`config.mk`:
```
export PLATFORM = sky130hd
export DESIGN_NAME = nibble_serial_adder_ctrl
export DESIGN_NICKNAME = d
export VERILOG_FILES = /design/src/rtl/nibble_serial_adder_ctrl.sv
export SDC_FILE = /design/constraint.sdc
export NUM_CORES = 1
export LEC_CHECK = 0
export ABC_AREA = 0
export BUFFER_PORTS_ARGS = -buffer_cell sky130_fd_sc_hd__buf_2
export CELL_PAD_IN_SITES_DETAIL_PLACEMENT = 1
export CELL_PAD_IN_SITES_GLOBAL_PLACEMENT = 2
export CORE_MARGIN = 10
export CORE_UTILIZATION = 38
export CTS_CLUSTER_SIZE = 10
export DETAILED_ROUTE_END_ITERATION = 16
export PLACE_DENSITY_LB_ADDON = 0.1
export SLEW_MARGIN = 5
export SYNTH_ARGS = -nofsm -noshare
export SYNTH_HDL_FRONTEND = slang
export SYNTH_SLANG_ARGS = --single-unit
```
`constraint.sdc`:
```
create_clock -name clk -period 3.39 [get_ports clk]
set_clock_uncertainty 0.1 [all_clocks]
set_input_delay 0.339 -clock clk [delete_from_list [all_inputs] [get_ports clk]]
set_output_delay 0.339 -clock clk [all_outputs]
set_load 0.01 [all_outputs]
```
`src/rtl/nibble_serial_adder_ctrl.sv`:
```
`default_nettype none
// ============================================================================
//  Module   : nibble_serial_adder_ctrl
//  Purpose  : W-bit adder (W = 4*NIBBLES) built from a single 4-bit ripple
//             slice that is reused once per nibble, LSB nibble first.
//             Optional macro SUBTRACT_EN enables A - B through the sub port.
//  Revision : 1.0  initial release
// ============================================================================
module nibble_serial_adder_ctrl #(
    parameter int NIBBLES = 4
) (
    input  logic                 clk,
    input  logic                 reset,
    input  logic                 start,
    input  logic                 sub,
    input  logic [4*NIBBLES-1:0] a,
    input  logic [4*NIBBLES-1:0] b,
    input  logic                 cin,
    output logic                 busy,
    output logic                 done,
    output logic [4*NIBBLES-1:0] sum,
    output logic                 cout,
    output logic                 ovf
);

    localparam int W  = 4 * NIBBLES;
    localparam int IW = (NIBBLES > 1) ? $clog2(NIBBLES) : 1;
    localparam logic [IW-1:0] LAST_IDX = IW'(NIBBLES - 1);

    typedef enum logic [1:0] {
        S_IDLE = 2'd0,
        S_RUN  = 2'd1,
        S_DONE = 2'd2
    } state_t;

    state_t          state_q, state_d;
    logic [W-1:0]    a_q, a_d;
    logic [W-1:0]    b_q, b_d;
    logic [W-1:0]    work_q, work_d;
    logic [W-1:0]    sum_q, sum_d;
    logic [IW-1:0]   idx_q, idx_d;
    logic            carry_q, carry_d;
    logic            cout_q, cout_d;
    logic            ovf_q, ovf_d;

    logic [W-1:0]    b_eff;
    logic            cin_eff;
    logic [3:0]      slice_a, slice_b, slice_s;
    logic [4:0]      slice_c;

    // Operand conditioning at accept time: subtract is A + ~B + 1
`ifdef SUBTRACT_EN
    always_comb begin
        b_eff   = sub ? ~b : b;
        cin_eff = sub ? 1'b1 : cin;
    end
`else
    logic unused_sub;
    always_comb begin
        b_eff      = b;
        cin_eff    = cin;
        unused_sub = sub;
    end
`endif

    // The one shared 4-bit ripple slice, fed by the current nibble and carry
    always_comb begin
        slice_a    = a_q[{idx_q, 2'b00} +: 4];
        slice_b    = b_q[{idx_q, 2'b00} +: 4];
        slice_c    = '0;
        slice_s    = '0;
        slice_c[0] = carry_q;
        for (int i = 0; i < 4; i++) begin
            slice_s[i]   = slice_a[i] ^ slice_b[i] ^ slice_c[i];
            slice_c[i+1] = (slice_a[i] & slice_b[i]) |
                           (slice_a[i] & slice_c[i]) |
                           (slice_b[i] & slice_c[i]);
        end
    end

    // Next-state and datapath updates; results only move into sum on the last nibble
    always_comb begin
        state_d = state_q;
        a_d     = a_q;
        b_d     = b_q;
        work_d  = work_q;
        sum_d   = sum_q;
        idx_d   = idx_q;
        carry_d = carry_q;
        cout_d  = cout_q;
        ovf_d   = ovf_q;
        case (state_q)
            S_IDLE: begin
                if (start) begin
                    a_d     = a;
                    b_d     = b_eff;
                    carry_d = cin_eff;
                    idx_d   = '0;
                    work_d  = '0;
                    state_d = S_RUN;
                end
            end
            S_RUN: begin
                work_d[{idx_q, 2'b00} +: 4] = slice_s;
                carry_d = slice_c[4];
                idx_d   = idx_q + 1'b1;
                if (idx_q == LAST_IDX) begin
                    state_d = S_DONE;
                    idx_d   = '0;
                    sum_d   = work_d;
                    cout_d  = slice_c[4];
                    ovf_d   = slice_c[3] ^ slice_c[4];
                end
            end
            S_DONE: begin
                state_d = S_IDLE;
            end
            default: begin
                state_d = S_IDLE;
            end
        endcase
    end

    // State and datapath registers with immediate clear on reset
    always_ff @(posedge clk or posedge reset) begin
        if (reset) begin
            state_q <= S_IDLE;
            a_q     <= '0;
            b_q     <= '0;
            work_q  <= '0;
            sum_q   <= '0;
            idx_q   <= '0;
            carry_q <= 1'b0;
            cout_q  <= 1'b0;
            ovf_q   <= 1'b0;
        end else begin
            state_q <= state_d;
            a_q     <= a_d;
            b_q     <= b_d;
            work_q  <= work_d;
            sum_q   <= sum_d;
            idx_q   <= idx_d;
            carry_q <= carry_d;
            cout_q  <= cout_d;
            ovf_q   <= ovf_d;
        end
    end

    assign busy = (state_q != S_IDLE);
    assign done = (state_q == S_DONE);
    assign sum  = sum_q;
    assign cout = cout_q;
    assign ovf  = ovf_q;

endmodule
`default_nettype wire

```
Word level (Yosys, flattened, before mapping):

Cells that the tools add are included.

* add/sub/neg operators: 2
* eq/ne operators: 5
* shifts and indexed selects: 4
* muxes and demuxes: 11
* bitwise logic cells: 29
* reduce and logical (&&, ||, !) cells: 7

Operator list (count)
* $pmux W16 S2: 1
* $shiftx A16 B5 Y4: 2
* $bwmux W16: 1
* $mux W16: 1
* $shift A4 B6 Y16 const A: 1
* $shiftx A4 B6 Y16: 1
* $and A1 B1 Y1: 12
* $xor A1 B1 Y1: 9
* $mux W2: 4
* $or A1 B1 Y1: 8
* $pmux W2 S2: 2
* $reduce_and A2 Y1: 4
* $neg A4 Y6: 1
* $eq A2 B2 Y1 const B: 2
* $ne A2 B2 Y1 const B: 2
* $reduce_bool A2 Y1: 2
* $add A2 B1 Y2 const B: 1
* $eq A2 B1 Y1 const B: 1
* $logic_not A2 Y1: 1
* $pmux W1 S2: 1
* $mux W1: 1

* bits in registers: 71
* input bits: 37
* output and inout port bits: 20
* word-level logic and storage cells: 67

Longest topological paths before layout:

Gate-level depths: netlist of the first run.

* depth in word-level cells: 14
* mapped depth: 12
* gate-level depth less buffers: 9

Worst setup path before layout of the first run:

Ideal clock, no wire load.

* kind: register -> register
* from: reg idx_q[0]
* to: reg ovf_q, in the netlist ovf
* arrival time: 2.816 ns
* setup slack: 0.349 ns
* cell stages (with the launch flop): 12
* path buffers: 2
* period minus slack after synthesis: 3.041 ns
* cells stage by stage: dfrtp_1 > buf_6 > buf_6 > mux4_2 > fa_1 > inv_1 > fa_1 > fa_1 > inv_1 > fa_1 > xnor2_1 > mux2_2

* cells in the longest elaborated chain, start to end: 14

Ends and longest elaborated chain
* from (decl): RTL line 41 `logic [IW-1:0] idx_q, idx_d;`
* from (signal assigned): RTL line 142 `idx_q <= idx_d;`
* $shiftx A16 B5 Y4, on equally long branches: RTL line 68, 69
* $and A1 B1 Y1, on equally long branches: RTL line 75, 76
* $or A1 B1 Y1: RTL line 75 `slice_c[i+1] = (slice_a[i] & slice_b[i]) |`
* $or A1 B1 Y1: RTL line 76 `(slice_a[i] & slice_c[i]) |`
* $and A1 B1 Y1: RTL line 76
* $or A1 B1 Y1: RTL line 75
* $or A1 B1 Y1: RTL line 76
* $and A1 B1 Y1: RTL line 76
* $or A1 B1 Y1: RTL line 75
* $or A1 B1 Y1: RTL line 76
* $and A1 B1 Y1: RTL line 76
* $or A1 B1 Y1: RTL line 75
* $or A1 B1 Y1 (*): RTL line 76
* net slice_c[4]: RTL line 49 `logic [4:0] slice_c;`
* $xor A1 B1 Y1 (*): RTL line 112 `ovf_d = slice_c[3] ^ slice_c[4];`
* to (signal assigned): RTL line 145 `ovf_q <= ovf_d;`
* to (decl): RTL line 44 `logic ovf_q, ovf_d;`

Mark *: on every way through the listed nets, which the timed path passes. The rest lies on a longest branch.
A chain may end at the register's enable or synchronous reset.

Final worst setup path of the first run:

* from: reg idx_q[0]
* to: reg sum_q[7], in the netlist sum[7]

* cells in the longest elaborated chain, start to end: 13

Ends and longest elaborated chain
* $shiftx A16 B5 Y4, on equally long branches: RTL line 68, 69
* $and A1 B1 Y1, on equally long branches: RTL line 75, 76
* $or A1 B1 Y1: RTL line 75
* $or A1 B1 Y1: RTL line 76
* $and A1 B1 Y1: RTL line 76
* $or A1 B1 Y1: RTL line 75
* $or A1 B1 Y1: RTL line 76
* $and A1 B1 Y1: RTL line 76
* $or A1 B1 Y1: RTL line 75
* $or A1 B1 Y1: RTL line 76
* $xor A1 B1 Y1: RTL line 74 `slice_s[i] = slice_a[i] ^ slice_b[i] ^ slice_c[i];`
* $shiftx A4 B6 Y16: RTL line 104 `work_d[{idx_q, 2'b00} +: 4] = slice_s;`
* $bwmux W16: RTL line 104
* to (signal assigned): RTL line 141 `sum_q <= sum_d;`
* to (decl): RTL line 40 `logic [W-1:0] sum_q, sum_d;`

Parallel ways exist; a longest one is shown, timed or not.

==> results of run 1 <==
[area by class of cell]
type / instances / area (µm²) / area share [%]
Multi-Input combinational cell: 161 / 1560 / 38.1
Sequential cell: 71 / 1780 / 43.5
Tap cell: 111 / 139 / 3.40
Clock buffer: 12 / 165 / 4.04
Inverter: 12 / 45.0 / 1.10
Clock inverter: 4 / 51.3 / 1.26
Timing Repair Buffer: 63 / 350 / 8.58
[state kept, by name (all words and copies together) (netlist names)]
| name | cells |
|---|---|
| a_q | 16 |
| b_q | 16 |
| carry_q | 1 |
| cout | 1 |
| idx_q | 2 |
| ovf | 1 |
| state_q | 2 |
| sum | 16 |
| work_q | 16 |
[power by group through the flow]
| stage | logic, W | clock network (W) | registers, W |
|---|---|---|---|
| final | 0.00248 | 0.000728 | 0.00152 |
| after global routing | 0.00271 | 0.000793 | 0.00158 |
| after CTS | 0.00251 | 0.000750 | 0.00153 |
| after detailed placement | 0.00250 | 0 | 0.00154 |
| after global placement | 0.00245 | 0 | 0.00153 |
| after floorplan | 0.00181 | 0 | 0.00148 |
[what timing repair did]
item | 4_1_cts | 5_1_grt
hold buffers | 1 | 0
hold endpoints to repair | 63 | 0
endpoints found under the setup margin | 0 | 1
resized for setup | 0 | 1
[through the flow]
stage	instance area, µm²	std cells	power (W)	hold WS (ns)
global placement	3850	417	0.00398	0.355
CTS	4080	434	0.00479	0.107
detailed placement	3850	417	0.00404	0.361
global route	4080	434	0.00509	0.107
finish	4080	434	0.00473	0.118
floorplan	3510	263	0.00330	0.358
[cell families after synthesis]
family                   Yosys count
AND/OR/NAND/NOR                   56
buffers and inverters             31
XOR/XNOR                           1
multiplexers                      42
adder cells (fa/ha/maj)           10
flip-flops                        71
AO/OA/AOI/OAI                     52
[worst paths after layout]
check	startpoint	to	depth (start not counted)
setup / recovery	idx_q[0]$_DFFE_PP0P_	sum[7]$_DFFE_PP0P_	9
hold / removal	b[11]	b_q[11]$_DFFE_PP0P_	2
setup reg to reg	idx_q[0]$_DFFE_PP0P_	sum[7]$_DFFE_PP0P_	9
hold reg to reg	work_q[0]$_DFFE_PP0P_	work_q[0]$_DFFE_PP0P_	1
max in group asynchronous	reset	b_q[1]$_DFFE_PP0P_	4
min in group asynchronous	reset	a_q[14]$_DFFE_PP0P_	4
[per-layer routing]
layer	up-vias	global-route usage, %	part of all wire (%)	routed length [µm]
li1	1042	-	-	-
met1	1099	16.0	47	3750
met2	43	20.2	48	3840
met3	9	2.93	4.0	319
met4	0	5.00	1.2	95
met5	-	0	0	0
[Yosys cell counts (2+ instances only)]
| cell | instances |
|---|---|
| a31oi_1 | 6 |
| a21oi_1 | 18 |
| nor2_1 | 16 |
| a32o_1 | 8 |
| buf_2 | 13 |
| nor2b_1 | 10 |
| nand2b_1 | 16 |
| o221ai_1 | 2 |
| o21a_1 | 2 |
| fa_1 | 4 |
| nand2_1 | 5 |
| buf_6 | 2 |
| dfrtp_1 | 71 |
| mux2_2 | 4 |
| ha_1 | 6 |
| and4bb_2 | 2 |
| a22o_1 | 9 |
| buf_8 | 3 |
| inv_1 | 12 |
| mux4_2 | 8 |
| mux2_4 | 30 |
| a21o_1 | 4 |
==> metrics.txt, run 1 <==
multiplexer share of the synthesized area=just under 20%; Syn Area/Cell=13.4 µm²; Syn Inst Count=roughly 260; most frequent cells in the layout=71 x dfrtp_1, 55 x buf_2, 30 x mux2_4; routed wire length per instance=18.4 µm; area delta synth->final=16.3%; Row Count=35; static leakage=between 1.5 and 2 nW; outcome=finished clean; switching part of the total=about two fifths; biggest area consumer among synthesized cells=dfrtp_1; commonest non-fill, non-tap cell in the layout=dfrtp_1; largest net degree at the start of global routing=72; Hold Fails Final Rpt=0; unrepaired setup endpoints after global routing=false; RePlAce Congestion=approximately 0.71; area share of and/or/nand/nor cells after synthesis=roughly a tenth; fin nets=about 370; First-pass DRT Iterations=4; Routed WL=between 7000 and 8000 µm; DRC errors left=0; setup violators final=0; Crit path buffers/inverters=2; post-synthesis cell type count=34; via count=2,193; Sink Count=between 70 and 80; Worst Setup End Kind=flop; CTS clk-pin slew, worst paths=roughly 0.08 ns; die area=13,500 µm²; Detail Route Antenna Nets=0; Critical Path RT=around 3.6 ns; CP max stage delay=around 0.67 ns; initial core utilization=between 30 and 40%; Crit-path slowest cell=fa_2; Switch Pwr=roughly 0.0019 W; CORE AREA=between 9000 and 10,000 µm²; share of cells above drive strength 1=between 30% and 40%; Pins Over Slew Limit=0; post-synth top area share=approximately half; family with the most delay on the worst path=adder cells; synthesized area=3510 µm²; max_cap viols=0; Comb power frac=52.5%; register bit count reported by yosys=71; gr ovfl total=0; via/cell ratio=5.05; Critical Path Source Type=flop; deepest clock path buffer count=2; die span in x=roughly 120 µm; crit-path cells=mux4_2 > fa_1 > inv_1 > fa_1 > fa_1 > inv_1 > fa_2 > a21oi_1 > a21oi_1; ys flop type=dfrtp_1; Max H-tree Level=3; clk_lat worst skew=between 0.3 and 0.4 ns; total inserted antenna cells=0; Clk network pwr share=between 10% and 20%; total negative slack=0 ns; Fmax=323 MHz; Tot GR Track Use=12.6%; CP Class=flop to flop; Min-Delay Path Class=input pin to flop; number of global-route vias before repair=about 2,500; Async SR Flop Fraction=100%; Worst path most repeated cell=fa_1; dpl ws=around 0.18 ns; CTS tree=built; relative slew slack=about 42%; die height=116 µm; Tmin final=between 3 and 4 ns; fill count=a little under 1,000; yosys warns=0; port bufs=55; fin util=~45%; CP max FO=8; I/O pins=between 50 and 60; r2r setup slk=about 0.29 ns; Synth Area in Adders=under 10%; final worst slack=a little under 0.3 ns; synth top area cells=dfrtp_1 51%, mux2_4 13%, mux4_2 5.1%, nand2b_1 2.9%, a21oi_1 2.6%; Num CTS Buffers=9; Arrival @ worst endpoint=~3.3 ns; Sequential Power Share=between 30% and 40%; EDFF count, synth=0; worst slew pin tran=slightly below 0.9 ns; combinational family with the most area after synthesis=multiplexers; PD cells=around 1200 nW/µm²; DRT iter0 DRCs=49; sequential area share after synthesis=between 50% and 60%; fin crit share=between 90% and 100%; global-route wire length before repair=13,100 µm; xor/xnor cell area share of the yosys netlist=0.249%; worst vdd ir=~0.63 mV; clk root buf=clkbuf_8; Post-CTS Setup Bufs=0; initial antenna violation count=0; Internal Power=roughly 0.0029 W; final HPWL from detailed placement=around 5700 µm; syn_nets=310; Compound-Gate Fraction of Synth Area=about a tenth
(Power assumes the default switching activity.)
==> inputs of run 2 (changes only) <==
--- a/config.mk
+++ b/config.mk
@@ -9,9 +9,7 @@
 export BUFFER_PORTS_ARGS = -buffer_cell sky130_fd_sc_hd__buf_2
-export CELL_PAD_IN_SITES_DETAIL_PLACEMENT = 1
-export CELL_PAD_IN_SITES_GLOBAL_PLACEMENT = 2
 export CORE_MARGIN = 10
-export CORE_UTILIZATION = 38
+export CORE_UTILIZATION = 55
 export CTS_CLUSTER_SIZE = 10
 export DETAILED_ROUTE_END_ITERATION = 16
-export PLACE_DENSITY_LB_ADDON = 0.1
+export PLACE_DENSITY = 0.78
 export SLEW_MARGIN = 5
==> constraint.sdc (replaced) <==
create_clock -name clk -period 3.39 [get_ports clk]
set_clock_uncertainty 0.1 [all_clocks]
set_input_delay 0.1695 -clock clk [delete_from_list [all_inputs] [get_ports clk]]
set_output_delay 0.1695 -clock clk [all_outputs]
set_load 0.01 [all_outputs]
==> run 2 against run 1 <==
  * Final area grew 6.2%
  * First-iteration DRC count rose to 2.8 times the previous value
  * Critical endpoint is now sum[11]$_DFFE_PP0P_
  * Routed wire length is 0.83% higher
  * Clock power is 7.3% lower
  * Global-route usage increased by 4.3 points
  * Combinational power about the same
  * Via count is 8.1% higher
  * Critical path depth is the same
  * Register-to-register slack worse by 0.07 ns
==> metrics.txt, run 2 (synthesis results as in run 1) <==
post_cts resized=0; Clk network pwr share=14.5%; relative slew slack=between 30% and 40%; CP max FO=8; deepest clock path buffer count=2; Reg-to-Reg Start=idx_q[0]$_DFFE_PP0P_; reg2reg end=sum[11]$_DFFE_PP0P_; Switch Pwr=roughly 0.0019 W; Sink Count=between 70 and 80; Critical Path RT=between 3 and 4 ns; switching part of the total=slightly below 40%; Comb power frac=between 50 and 60%; CTS tree=built; initial antenna violation count=1; Arrival @ worst endpoint=3.34 ns; clk_lat worst skew=0.35 ns; max_cap viols=0; fin nets=398; hold depth=4; cells on worst reg2reg path=9; I/O pins=57; crit path to=sum[11]$_DFFE_PP0P_; die area=approximately 10000 µm²; PD cells=about 1100 nW/µm²; die span in x=approximately 100 µm; worst vdd ir=between 0.6 and 0.7 mV; unrepaired setup endpoints after global routing=false; Row Count=29; clk root buf=clkbuf_8; r2r setup slk=between 0.2 and 0.25 ns; Internal Power=~0.0028 W; area delta synth->final=23.5%; fill count=approximately 440; port bufs=55; Tot GR Track Use=16.9%; initial core utilization=a little under three fifths; Detail Route Antenna Nets=0; number of global-route vias before repair=around 2,500; Min-Delay Startpoint=start; gr ovfl total=0; Pins Over Slew Limit=0; static leakage=slightly above 2 nW; Max H-tree Level=3; outcome=finished clean; routed wire length per instance=~19 µm; CTS clk-pin slew, worst paths=approximately 0.08 ns; Sequential Power Share=32.9%; Routed WL=slightly above 8000 µm; Placed Area=~3800 µm²; largest net degree at the start of global routing=46; worst slew pin tran=between 0.9 and 1 ns; commonest non-fill, non-tap cell in the layout=dfrtp_1; Reg area=1780 µm²; DRC errors left=0; Num CTS Buffers=9; Multi-input gate area=roughly 1600 µm²; Hold Fails Final Rpt=0; First-pass DRT Iterations=4; setup violators final=0; Fmax=316 MHz; Worst Setup End Kind=flop; Critical Path Source Type=flop; post-layout total power=around 0.0047 W; total negative slack=0 ns; most frequent cells in the layout=71 x dfrtp_1, 55 x buf_2, 33 x dlygate4sd3_1; final HPWL from detailed placement=between 5000 and 6000 µm; via/cell ratio=approximately 5.5; CP startpoint=idx_q[0]$_DFFE_PP0P_; share of cells above drive strength 1=between 30% and 40%; Min-Delay Path Class=input pin to flop; CORE AREA=6280 µm²; die height=approximately 100 µm; DRT iter0 DRCs=roughly 140; Tmin final=3.17 ns; CP Class=flop to flop; final instance area=~4300 µm²; via count=between 2,000 and 2,500; RePlAce Congestion=between 0.8 and 0.9; fin crit share=93.5%; global-route wire length before repair=13,300 µm
## run 2: critical path: stages (launching register included)
cell and delay (ns):
dfrtp_1 0.50, mux4_2 0.56, fa_1 0.40, inv_1 0.08, fa_1 0.18, fa_1 0.20, inv_1 0.06, fa_1 0.72
a21oi_1 0.12, a21oi_1 0.16
## run 2: worst min-delay path by stage
| stage | end | slack, ns |
|---|---|---|
| floorplan | a_q[0]$_DFFE_PP0P_ | 0.22 |
| finish | idx_q[0]$_DFFE_PP0P_ | 0.11 |
| global route | idx_q[0]$_DFFE_PP0P_ | 0.14 |
| CTS | idx_q[0]$_DFFE_PP0P_ | 0.09 |
| detailed placement | a_q[12]$_DFFE_PP0P_ | 0.30 |
| global placement | a_q[9]$_DFFE_PP0P_ | 0.30 |
## run 2: stage by stage
step	utilization (%)	std cells	hold WS, ns	worst slack [ns]
after global placement	60.7	384	0.300	0.271
after global routing	69.1	434	0.136	0.0510
after detailed placement	60.7	384	0.304	0.241
final	69.1	434	0.110	0.221
after CTS	69.0	433	0.0901	0.219
after floorplan	-	263	0.218	0.349
## run 2: repair_timing
action	in CTS	in global routing
hold buffers	33	0
endpoints found under the hold margin	75	0
buffers inserted	0	0
## run 2: per-layer routing
| metal | track usage (%) | vias up | part of all wire, % |
|---|---|---|---|
| met5 | 0 | - | 0 |
| met3 | 5.36 | 12 | 6.4 |
| met1 | 20.2 | 1165 | 41 |
| met4 | 6.39 | 0 | 1.8 |
| li1 | - | 1114 | - |
| met2 | 27.7 | 80 | 50 |
## run 2: cell type report
cell class                 count  share of cell area [%]
sequential                    71                    41.0
multi-input combinational    161                    35.8
timing repair buffer          96                    15.3
clock buffer                   9                    2.86
tap                           77                    2.22
clock inverter                 7                    1.67
inverter                      12                    1.04
antenna                        1                  0.0577
## run 2: power groups by stage
stage / Combinational [W] / Sequential (W) / Clock, W
finish: 0.00245 / 0.00153 / 0.000675
floorplan: 0.00181 / 0.00148 / 0
global placement: 0.00239 / 0.00152 / 0
detailed placement: 0.00243 / 0.00153 / 0
CTS: 0.00246 / 0.00152 / 0.000685
global route: 0.00266 / 0.00158 / 0.000726
==> inputs of run 3 (changes only) <==
ABC_AREA = 1   (was 0)
CAP_MARGIN = 20   (was default)
==> run 3 against run 2 <==
  * Via count increased by 29%
  * Register-to-register slack about the same
  * Largest power group unchanged
  * Flip-flop and latch count unchanged
  * Clock power decreased by 9.5%
  * Critical endpoint is now sum[15]$_DFFE_PP0P_
  * Combinational power decreased by 20%
  * Sequential power decreased by 8%
  * Highest routed layer unchanged
==> metrics.txt, run 3 <==
gr ovfl total=0; final instance area=between 4000 and 5000 µm²; Reg-to-Reg Start=idx_q[0]$_DFFE_PP0P_; via/cell ratio=roughly 5.0; r2r setup slk=0.24 ns; via count=3,056; syn_nets=about 500; Min-Delay Startpoint=start; First-pass DRT Iterations=4; most frequent cell after synthesis=nand2_1; global-route wire length before repair=14,400 µm; Hold EP=work_q[12]$_DFFE_PP0P_; fin nets=approximately 580; CP Class=flop to flop; initial core utilization=a little under three fifths; number of global-route vias before repair=approximately 3,100; CTS tree=built; sequential area share after synthesis=between 50% and 60%; largest net degree at the start of global routing=39; Critical Path Source Type=flop; post-synth top area share=51.6%; Critical Path RT=about 3.5 ns; routed wire length per instance=13.6 µm; commonest non-fill, non-tap cell in the layout=nand2_1; Sink Count=71; worst slew pin tran=about 0.82 ns; fill count=452; Syn Inst Count=442; cells on worst reg2reg path=14; hold depth=4; reg2reg end=sum[15]$_DFFE_PP0P_; clk_lat worst skew=0.35 ns; clk root buf=clkbuf_8; Pins Over Slew Limit=0; synthesized area=about 3400 µm²; total inserted antenna cells=0; I/O pins=57; most frequent cells after synthesis=245 x nand2_1, 71 x dfrtp_1, 25 x inv_1; CTS clk-pin slew, worst paths=0.07 ns; Min-Delay Path Class=input pin to flop; Max H-tree Level=3; Syn Area/Cell=around 7.8 µm²; biggest area consumer among synthesized cells=dfrtp_1; static leakage=around 2.4 nW; initial antenna violation count=0; deepest clock path buffer count=2; area delta synth->final=24.7%; Async SR Flop Fraction=100%; setup violators final=0; DRT iter0 DRCs=about 160; Routed WL=8380 µm; Arrival @ worst endpoint=approximately 3.3 ns; Fmax=around 320 MHz; post-synthesis cell type count=21; post-layout total power=0.00399 W; CORE AREA=about 6000 µm²; fin crit share=between 90 and 100%; ys flop type=dfrtp_1; Placed Area=approximately 3700 µm²; worst vdd ir=between 0.5 and 0.6 mV; die area=between 9000 and 10,000 µm²; port bufs=55; CP max FO=10; Num CTS Buffers=9; unrepaired setup endpoints after global routing=false; most frequent cells in the layout=245 x nand2_1, 71 x dfrtp_1, 55 x buf_2; synth top area cells=dfrtp_1 52%, nand2_1 27%, nand3_1 3.2%, inv_1 2.7%, fa_1 2.3%; Detail Route Antenna Nets=0; yosys warns=0; Tmin final=3.15 ns; max_cap viols=0; share of cells above drive strength 1=15.9%; Worst Setup End Kind=flop; Tot GR Track Use=about 18%; RePlAce Congestion=about 0.84; final HPWL from detailed placement=around 5400 µm; relative slew slack=between 40 and 50%; Hold Fails Final Rpt=0; EDFF count, synth=0; register bit count reported by yosys=slightly above 70; total negative slack=0 ns; DRC errors left=0; Row Count=28; die height=just under 100 µm; PD cells=a little over 900 nW/µm²; die span in x=about 99 µm; outcome=finished clean
==> run 3: cell types whose count changed in the layout (fill, tap and decap cells not counted), sizes merged, moves of 6 or more <==
cell | before | now
clkbuf | 9 | 16
a22o | 9 | 0
nor2b | 10 | 0
mux4 | 8 | 0
nand2 | 5 | 246
a21oi | 18 | 3
nand3 | 0 | 23
nand2b | 16 | 0
inv | 13 | 27
o21ai | 0 | 17
mux2 | 34 | 0
a31oi | 6 | 0
a32o | 8 | 0
==> run 3: logic make-up after synthesis <==
| logic type | after synthesis | share of synthesized area (%) |
|---|---|---|
| buf+inv | 46 | 6.51 |
| simple gates | 287 | 32.6 |
| xor+xnor | 1 | 0.255 |
| fa+ha+maj | 10 | 4.51 |
| compound gates | 27 | 4.51 |
| flops | 71 | 51.6 |
==> run 3: worst max path at each step <==
stage                               startpoint                    end  slack, ns  depth (start not counted)
after floorplan           idx_q[1]$_DFFE_PP0P_    sum[15]$_DFFE_PP0P_       0.35                         14
after global placement    idx_q[0]$_DFFE_PP0P_     sum[7]$_DFFE_PP0P_       0.28                         13
after detailed placement  idx_q[0]$_DFFE_PP0P_  work_q[7]$_DFFE_PP0P_       0.20                         13
after CTS                 idx_q[0]$_DFFE_PP0P_  work_q[7]$_DFFE_PP0P_       0.19                         13
after global routing      idx_q[1]$_DFFE_PP0P_     sum[7]$_DFFE_PP0P_      0.007                         13
final                     idx_q[0]$_DFFE_PP0P_    sum[15]$_DFFE_PP0P_       0.24                         14
==> run 3: final cells by class <==
type | instances | area, µm² | share of cell area (%)
multi-input cells | 325 | 1440 | 33.6
clock buffers | 16 | 170 | 3.97
repair buffers | 99 | 694 | 16.2
flip-flops and latches | 71 | 1780 | 41.4
inverters | 29 | 114 | 2.65
well taps | 75 | 93.8 | 2.19
==> run 3: power breakdown <==
| group | switching [W] | internal, W |
|---|---|---|
| Clock | 0.000303 | 0.000308 |
| Sequential | 0.000198 | 0.00121 |
| Combinational | 0.00126 | 0.000712 |
| Total | 0.00176 | 0.00223 |
==> run 3: worst max-delay path, stage by stage, from the launching register on <==
cell,delay [ns]
dfrtp_1,0.40
clkinvlp_4,0.20
a21oi_1,0.19
o21ai_0,0.09
o21ai_0,0.12
fa_1,0.21
inv_1,0.05
fa_1,0.37
fa_1,0.41
inv_1,0.09
fa_1,0.47
nand3_1,0.14
o21bai_1,0.09
nand2_1,0.06
nand2_1,0.06
==> run 3: layer usage <==
metal	global-route usage (%)	wire, µm	up-vias
li1	-	-	1533
met1	20.9	3550	1435
met2	29.9	4230	75
met3	4.22	431	13
met4	7.50	165	0
met5	0	0	-
==> run 3: through the flow <==
step	hold WS, ns	worst slack [ns]	instances	utilization, %
5_1_grt	0.318	0.00662	615	71.6
2_1_floorplan	0.179	0.346	442	-
6_report	0.278	0.235	615	71.6
4_1_cts	0.262	0.190	611	71.0
3_3_place_gp	0.217	0.284	561	62.4
3_5_place_dp	0.220	0.202	561	62.4
==> run 3: repair_timing <==
action / in CTS / in global routing
hold buffers: 34 / 0
endpoints found under the setup margin: 0 / 6
hold endpoints to repair: 66 / 0
buffers inserted: 0 / 4
resized for setup: 0 / 2
